--- src/rtl/myreg_pipe.sv ---
// myreg_pipe: CH-channel, DEPTH-stage enabled register pipeline with per-stage valid, masking, flush and occupancy
module myreg_pipe #(
    parameter int WIDTH = 8,
    parameter int CH = 2,
    parameter int DEPTH = 3,
    parameter logic [WIDTH-1:0] RESET_VAL = '0,
    localparam int OW = $clog2(DEPTH + 1)
) (
    input  logic                clk,
    input  logic                rst,
    input  logic                en,
    input  logic                flush,
    input  logic                in_valid,
    input  logic [CH-1:0]       chan_mask,
    input  logic [CH*WIDTH-1:0] datain,
    output logic [CH*WIDTH-1:0] dout,
    output logic                out_valid,
    output logic [OW-1:0]       occupancy,
    output logic [CH-1:0]       chg
);
    logic [CH*WIDTH-1:0] r_data [DEPTH];
    logic [DEPTH-1:0]    r_v;
    logic [CH-1:0]       r_chg;
    logic [OW-1:0]       r_occ;
    logic [CH*WIDTH-1:0] w_nd [DEPTH];
    logic [DEPTH-1:0]    w_nv;
    logic [CH-1:0]       w_chg;
    logic [OW-1:0]       w_cnt;
    always_comb begin
        for (int c = 0; c < CH; c++)
            w_nd[0][c*WIDTH +: WIDTH] = chan_mask[c] ? datain[c*WIDTH +: WIDTH] : r_data[0][c*WIDTH +: WIDTH];
        w_nv[0] = in_valid;
        for (int k = 1; k < DEPTH; k++) begin
            w_nd[k] = r_data[k-1];
            w_nv[k] = r_v[k-1];
        end
        for (int c = 0; c < CH; c++)
            w_chg[c] = w_nd[DEPTH-1][c*WIDTH +: WIDTH] != r_data[DEPTH-1][c*WIDTH +: WIDTH];
        w_cnt = '0;
        for (int k = 0; k < DEPTH; k++)
            w_cnt = w_cnt + OW'(w_nv[k]);
    end
    always_ff @(posedge clk) begin
        if (rst) begin
            for (int k = 0; k < DEPTH; k++)
                r_data[k] <= {CH{RESET_VAL}};
            r_v   <= '0;
            r_chg <= '0;
            r_occ <= '0;
        end else if (flush) begin
            r_v   <= '0;
            r_chg <= '0;
            r_occ <= '0;
        end else if (en) begin
            r_data <= w_nd;
            r_v    <= w_nv;
            r_chg  <= w_chg;
            r_occ  <= w_cnt;
        end
    end
    assign dout      = r_data[DEPTH-1];
    assign out_valid = r_v[DEPTH-1];
    assign occupancy = r_occ;
    assign chg       = r_chg;
endmodule

--- config.mk ---
export PLATFORM = sky130hd
export DESIGN_NAME = myreg_pipe
export DESIGN_NICKNAME = d
export VERILOG_FILES = /design/src/rtl/myreg_pipe.sv
export SDC_FILE = /design/constraint.sdc
export NUM_CORES = 1
export LEC_CHECK = 0
export CAP_MARGIN = 20
export CORE_MARGIN = 1
export CORE_UTILIZATION = 57
export CTS_BUF_LIST = sky130_fd_sc_hd__clkbuf_8
export DETAILED_ROUTE_END_ITERATION = 12
export GPL_TIMING_DRIVEN = 0
export PLACE_DENSITY_LB_ADDON = 0.12
export RECOVER_POWER = 50
export SYNTH_ARGS = -nofsm -noshare
export SYNTH_HDL_FRONTEND = slang
export SYNTH_SLANG_ARGS = --single-unit
--- constraint.sdc ---
create_clock -name clk -period 2 [get_ports clk]
set_input_delay 0.4 -clock clk [delete_from_list [all_inputs] [get_ports clk]]
set_output_delay 0.4 -clock clk [all_outputs]
set_load 0.01 [all_outputs]
# After elaboration in Yosys (flattened, before gate mapping)
# Cells that the tools add are included.
[op_classes]
add_sub_neg = 2
mul = 0
div = 0
n_lt_le_gt_ge = 0
eq_ne = 2
shifts = 0
mux = 0
n_bitwise = 1
n_reduce_logical = 4
[op_table]
columns = ["operator", "count"]
rows = [
  ["8-bit inequality test", 2],
  ["3-bit AND reduction", 2],
  ["1-bit by 1-bit adder with 2-bit output", 1],
  ["2-bit by 1-bit adder with 2-bit output", 1],
  ["2-bit AND reduction", 1],
  ["2-bit OR reduction", 1],
  ["1-bit inverter", 1],
]
[totals]
register_bits = 55
latch_bits = 0
mem_bits_rw = 0
romBits = 0
in_bits = 23
out_inout_bits = 21
memories = 0

# Logic depth before layout (Yosys ltp)
[depth]
depth_word = 2
depth_mapped = 5
depth_no_buf = 3

# Worst setup path after synthesis
# OpenSTA, ideal clock, no wires.
[synth_timing]
path_kind = "input to register"
from = "input port chan_mask[0]"
to = "register r_data[32] (netlist bit)"
setup_time_ps = 132
arrival_ps = 1029
required_time_ps = 1868
setup_slack_ps = 839
path_stages = 4
path_buffers = 1
path_cell_list = "clkbuf_1 -> nand3b_1 -> nand2_1 -> a21oi_1"
[synth_between]
elab_chain_cells = 1
[synth_rtl]
columns = ["item", "line_no", "rtl"]
rows = [
  ["from (decl)", "14", "input logic [CH-1:0] chan_mask,"],
  ["3-bit AND reduction (no source line)", "--", ""],
  ["to (signal, indexed assignment)", "46", "r_data[k] <= {CH{RESET_VAL}};"],
  ["to (signal assigned)", "55", "r_data <= w_nd;"],
  ["to (decl)", "21", "logic [CH*WIDTH-1:0] r_data [DEPTH];"],
]
# Every way passes these cells.
# A chain may end at the register's enable or synchronous reset.

# Worst setup path after layout
[layout_timing]
from = "register r_data, in the netlist dout[12]"
to = "output port dout[12]"
[layout_lines]
columns = ["item", "line_no", "rtl"]
rows = [
  ["to (decl)", "16", "output logic [CH*WIDTH-1:0] dout,"],
]
# No word-level cell between the ends.

==> flow_metrics.py <==
metrics = {
    "cts": {
        "clock-sinks": 55,
        "hold_buffers": 0,
        "post_cts_buffers": 0,
        "clock_latency_ns": 0.30,
        "clk_pin_slew_ns": 0.09,
        "numCtsBuffers": 5,
        "cts_resized": 0,
        "cts_max_level": 2,
        "clockRootBuffer": "clkbuf_8",
        "cts_tree": "yes",
        "cts_max_path_buffers": 2,
    },
    "die": {
        "top_level_ports": 44,
        "die_x_um": 64.9,
        "die_y_um": 64.9,
        "core_area_um2": 3740,
        "core.rowCount": 22,
        "start_util_pct": 60.3,
        "die-area_um2": 4220,
    },
    "cells_and_area": {
        "syn2layout_area_growth_pct": 23.9,
        "fin_nets": 346,
        "drive_above_1_share_pct": 9.66,
        "finalNonFillerCells": 369,
        "diodes": 0,
    },
    "worst_setup_path": {
        "cp.required_ns": 1.60,
        "crit_chain": "buf_4 -> clkdlybuf4s50_1",
        "end_kind": "output pin",
        "crit_type": "reg -> out",
        "slowest_stage": "clkdlybuf4s50_1",
        "path_max_fanout": 3,
        "crit_buf_inv": 2,
        "cp_data_arrival_time_ns": 1.31,
        "max_stage_delay_ns": 0.51,
        "rrSetupSlack_ns": 0.91,
        "worstSetupStartpointType": "flip-flop",
        "path_delay_family": "buffers and inverters",
    },
    "grt": {
        "antenna_found_initial": 0,
        "grt_usage_pct": 22.9,
        "grt_overflow": 0,
        "grt_pass1_wl_mm": 7.49,
        "grt_max_degree": 16,
        "grt_pass1_vias": 1709,
    },
    "logic_synthesis": {
        "synth.cell_area_um2": 2260,
        "synth_area_leaders": "dfxtp_1 (49%), nand2_1 (13%), a21oi_1 (11%), buf_4 (5.7%), xor2_1 (5.4%)",
        "avgSynthCellArea_um2": 8.24,
        "ys_seq_area_share_pct": 48.8,
        "yosysTopAreaCell": "dfxtp_1",
        "yosys_register_bits": 55,
        "ys_warn_count": 0,
        "synth_top_cell_area_share_pct": 48.8,
        "yosysUniqueCellTypes": 22,
        "syn_inst": 274,
        "synth_nets": 298,
    },
    "sta": {
        "layout_setup_ws_ns": 0.287,
        "setup_viol": 0,
        "fin_crit_ns": 1.71,
        "fmax_ghz": 0.584,
        "timing_max_transition_violations_final": 0,
        "grt_setup_unrepaired": "no",
        "relSlewSlack_pct": 69.4,
        "timing_hold_violations_final": 0,
        "tns_ns": 0,
        "tightest_slew_ns": 0.459,
        "worst_hold_slack_ns": 0.449,
        "post-route-period-util_pct": 85.6,
        "skew_ns": 0.00735,
    },
    "routing": {
        "antenna_left": 0,
        "drt-vias-per-instance": 5.08,
        "first_pass_iters": 6,
        "drt_iter0_drc": 102,
        "wirelength_mm": 4.14,
        "drc": 0,
        "wl_per_cell_um": 11.2,
        "via_count": 1875,
    },
    "placed_design": {
        "hpwl_mm": 3.13,
        "place_congestion": 0.783,
        "placed_cells": 363,
        "dp_slack_ns": 0.155,
        "io_buffers": 41,
    },
    "run_status": {
        "status": "finished, final reports clean",
    },
    "pwr": {
        "p_per_area_nw_per_um2": 653,
        "ir_drop_uv": 572,
        "p_leak_nw": 1.09,
    },
    "hold_path": {
        "min_path_type": "in -> reg",
    },
    "job": {
        "drv_cap": 0,
    },
}
-- metrics by stage --
| stage | util, % | instance area [um2] | power, mW |
|---|---|---|---|
| floorplan | - | 2260 | 1.23 |
| global placement | 72.9 | 2730 | 1.31 |
| detailed placement | 72.9 | 2730 | 1.31 |
| CTS | 74.9 | 2810 | 1.84 |
| global route | 74.8 | 2800 | 1.90 |
| finish | 74.8 | 2800 | 1.83 |
-- placed cells by master, fill, tap and decap left out, drive strengths merged --
| cell | Yosys | layout |
|---|---|---|
| a21oi | 48 | 48 |
| a31oi | 2 | 2 |
| and2 | 2 | 2 |
| buf | 28 | 25 |
| clkbuf | 4 | 12 |
| clkdlybuf4s50 | 0 | 34 |
| clkinvlp | 0 | 1 |
| dfxtp | 55 | 55 |
| dlygate4sd3 | 0 | 7 |
| fa | 1 | 1 |
| mux2i | 5 | 5 |
| nand2 | 80 | 80 |
| nand2b | 1 | 1 |
| nand3 | 16 | 16 |
| nand3b | 2 | 2 |
| nor2 | 6 | 6 |
| nor2b | 1 | 1 |
| nor3 | 2 | 2 |
| nor4 | 2 | 2 |
| o21ai | 2 | 2 |
| or2 | 1 | 1 |
| xnor2 | 2 | 2 |
| xor2 | 14 | 14 |
-- metal layers --
| metal | GRT usage (%) | routed length [um] | vias to the layer above |
|---|---|---|---|
| met5 | 0 | 0 | - |
| met4 | 7.50 | 52 | 0 |
| met3 | 3.17 | 166 | 5 |
| met2 | 35.9 | 1850 | 51 |
| met1 | 32.2 | 2070 | 841 |
| li1 | - | - | 978 |
-- path summary, 6_finish.rpt --
check,from,end,cells past startpoint
worst min-delay path,chan_mask[1],r_data[42],3
worst min register to register,r_data[47],r_data[31],2
worst max register to register,r_v[1],occupancy[0],3
worst max-delay path,dout[12],dout[12],2
-- state kept, by name, indices dropped and copies added (netlist names) --
| register | count |
|---|---|
| chg | 2 |
| dout | 16 |
| occupancy | 2 |
| r_data | 32 |
| r_v | 3 |
-- worst register-to-register path, stage by stage, from the launching register on --
cell and delay [ns]:
dfxtp_1 0.38, fa_1 0.42, mux2i_1 0.14, nor2_1 0.05
-- area by class of cell --
class | count | area, um2
Sequential cell | 55 | 1100
Fill cell | 313 | 945
Multi-Input combinational cell | 187 | 945
Clock inverter | 1 | 7.51
Tap cell | 48 | 60.1
Clock buffer | 5 | 68.8
Timing Repair Buffer | 41 | 410
Buffer | 32 | 206
-- cells in the mapped netlist, drive strengths merged --
library cell  number
a21oi             48
nand3b             2
o21ai              2
nor2b              1
nor4               2
clkbuf             4
fa                 1
mux2i              5
xor2              14
and2               2
nand3             16
nand2b             1
buf               28
nor3               2
or2                1
nor2               6
xnor2              2
nand2             80
dfxtp             55
a31oi              2
-- logic make-up (layout without fill, tap and decap cells) --
family | count (synthesis) | count (layout) | share of synthesized area [%]
AND/OR/NAND/NOR | 113 | 113 | 21.0
multiplexers | 5 | 5 | 2.22
buffers and inverters | 32 | 79 | 9.31
XOR/XNOR | 16 | 16 | 6.21
flip-flops | 55 | 55 | 48.8
adder cells (fa/ha/maj) | 1 | 1 | 0.886
AO/OA/AOI/OAI | 52 | 52 | 11.6
-- power by group --
part / switching [mW] / leakage (nW) / internal (mW)
logic: 0.0823 / 0.606 / 0.0735
clock network: 0.316 / 0.0361 / 0.233
registers: 0.0116 / 0.445 / 1.11
total: 0.410 / 1.09 / 1.42
Power figures use the tool's default switching activity.
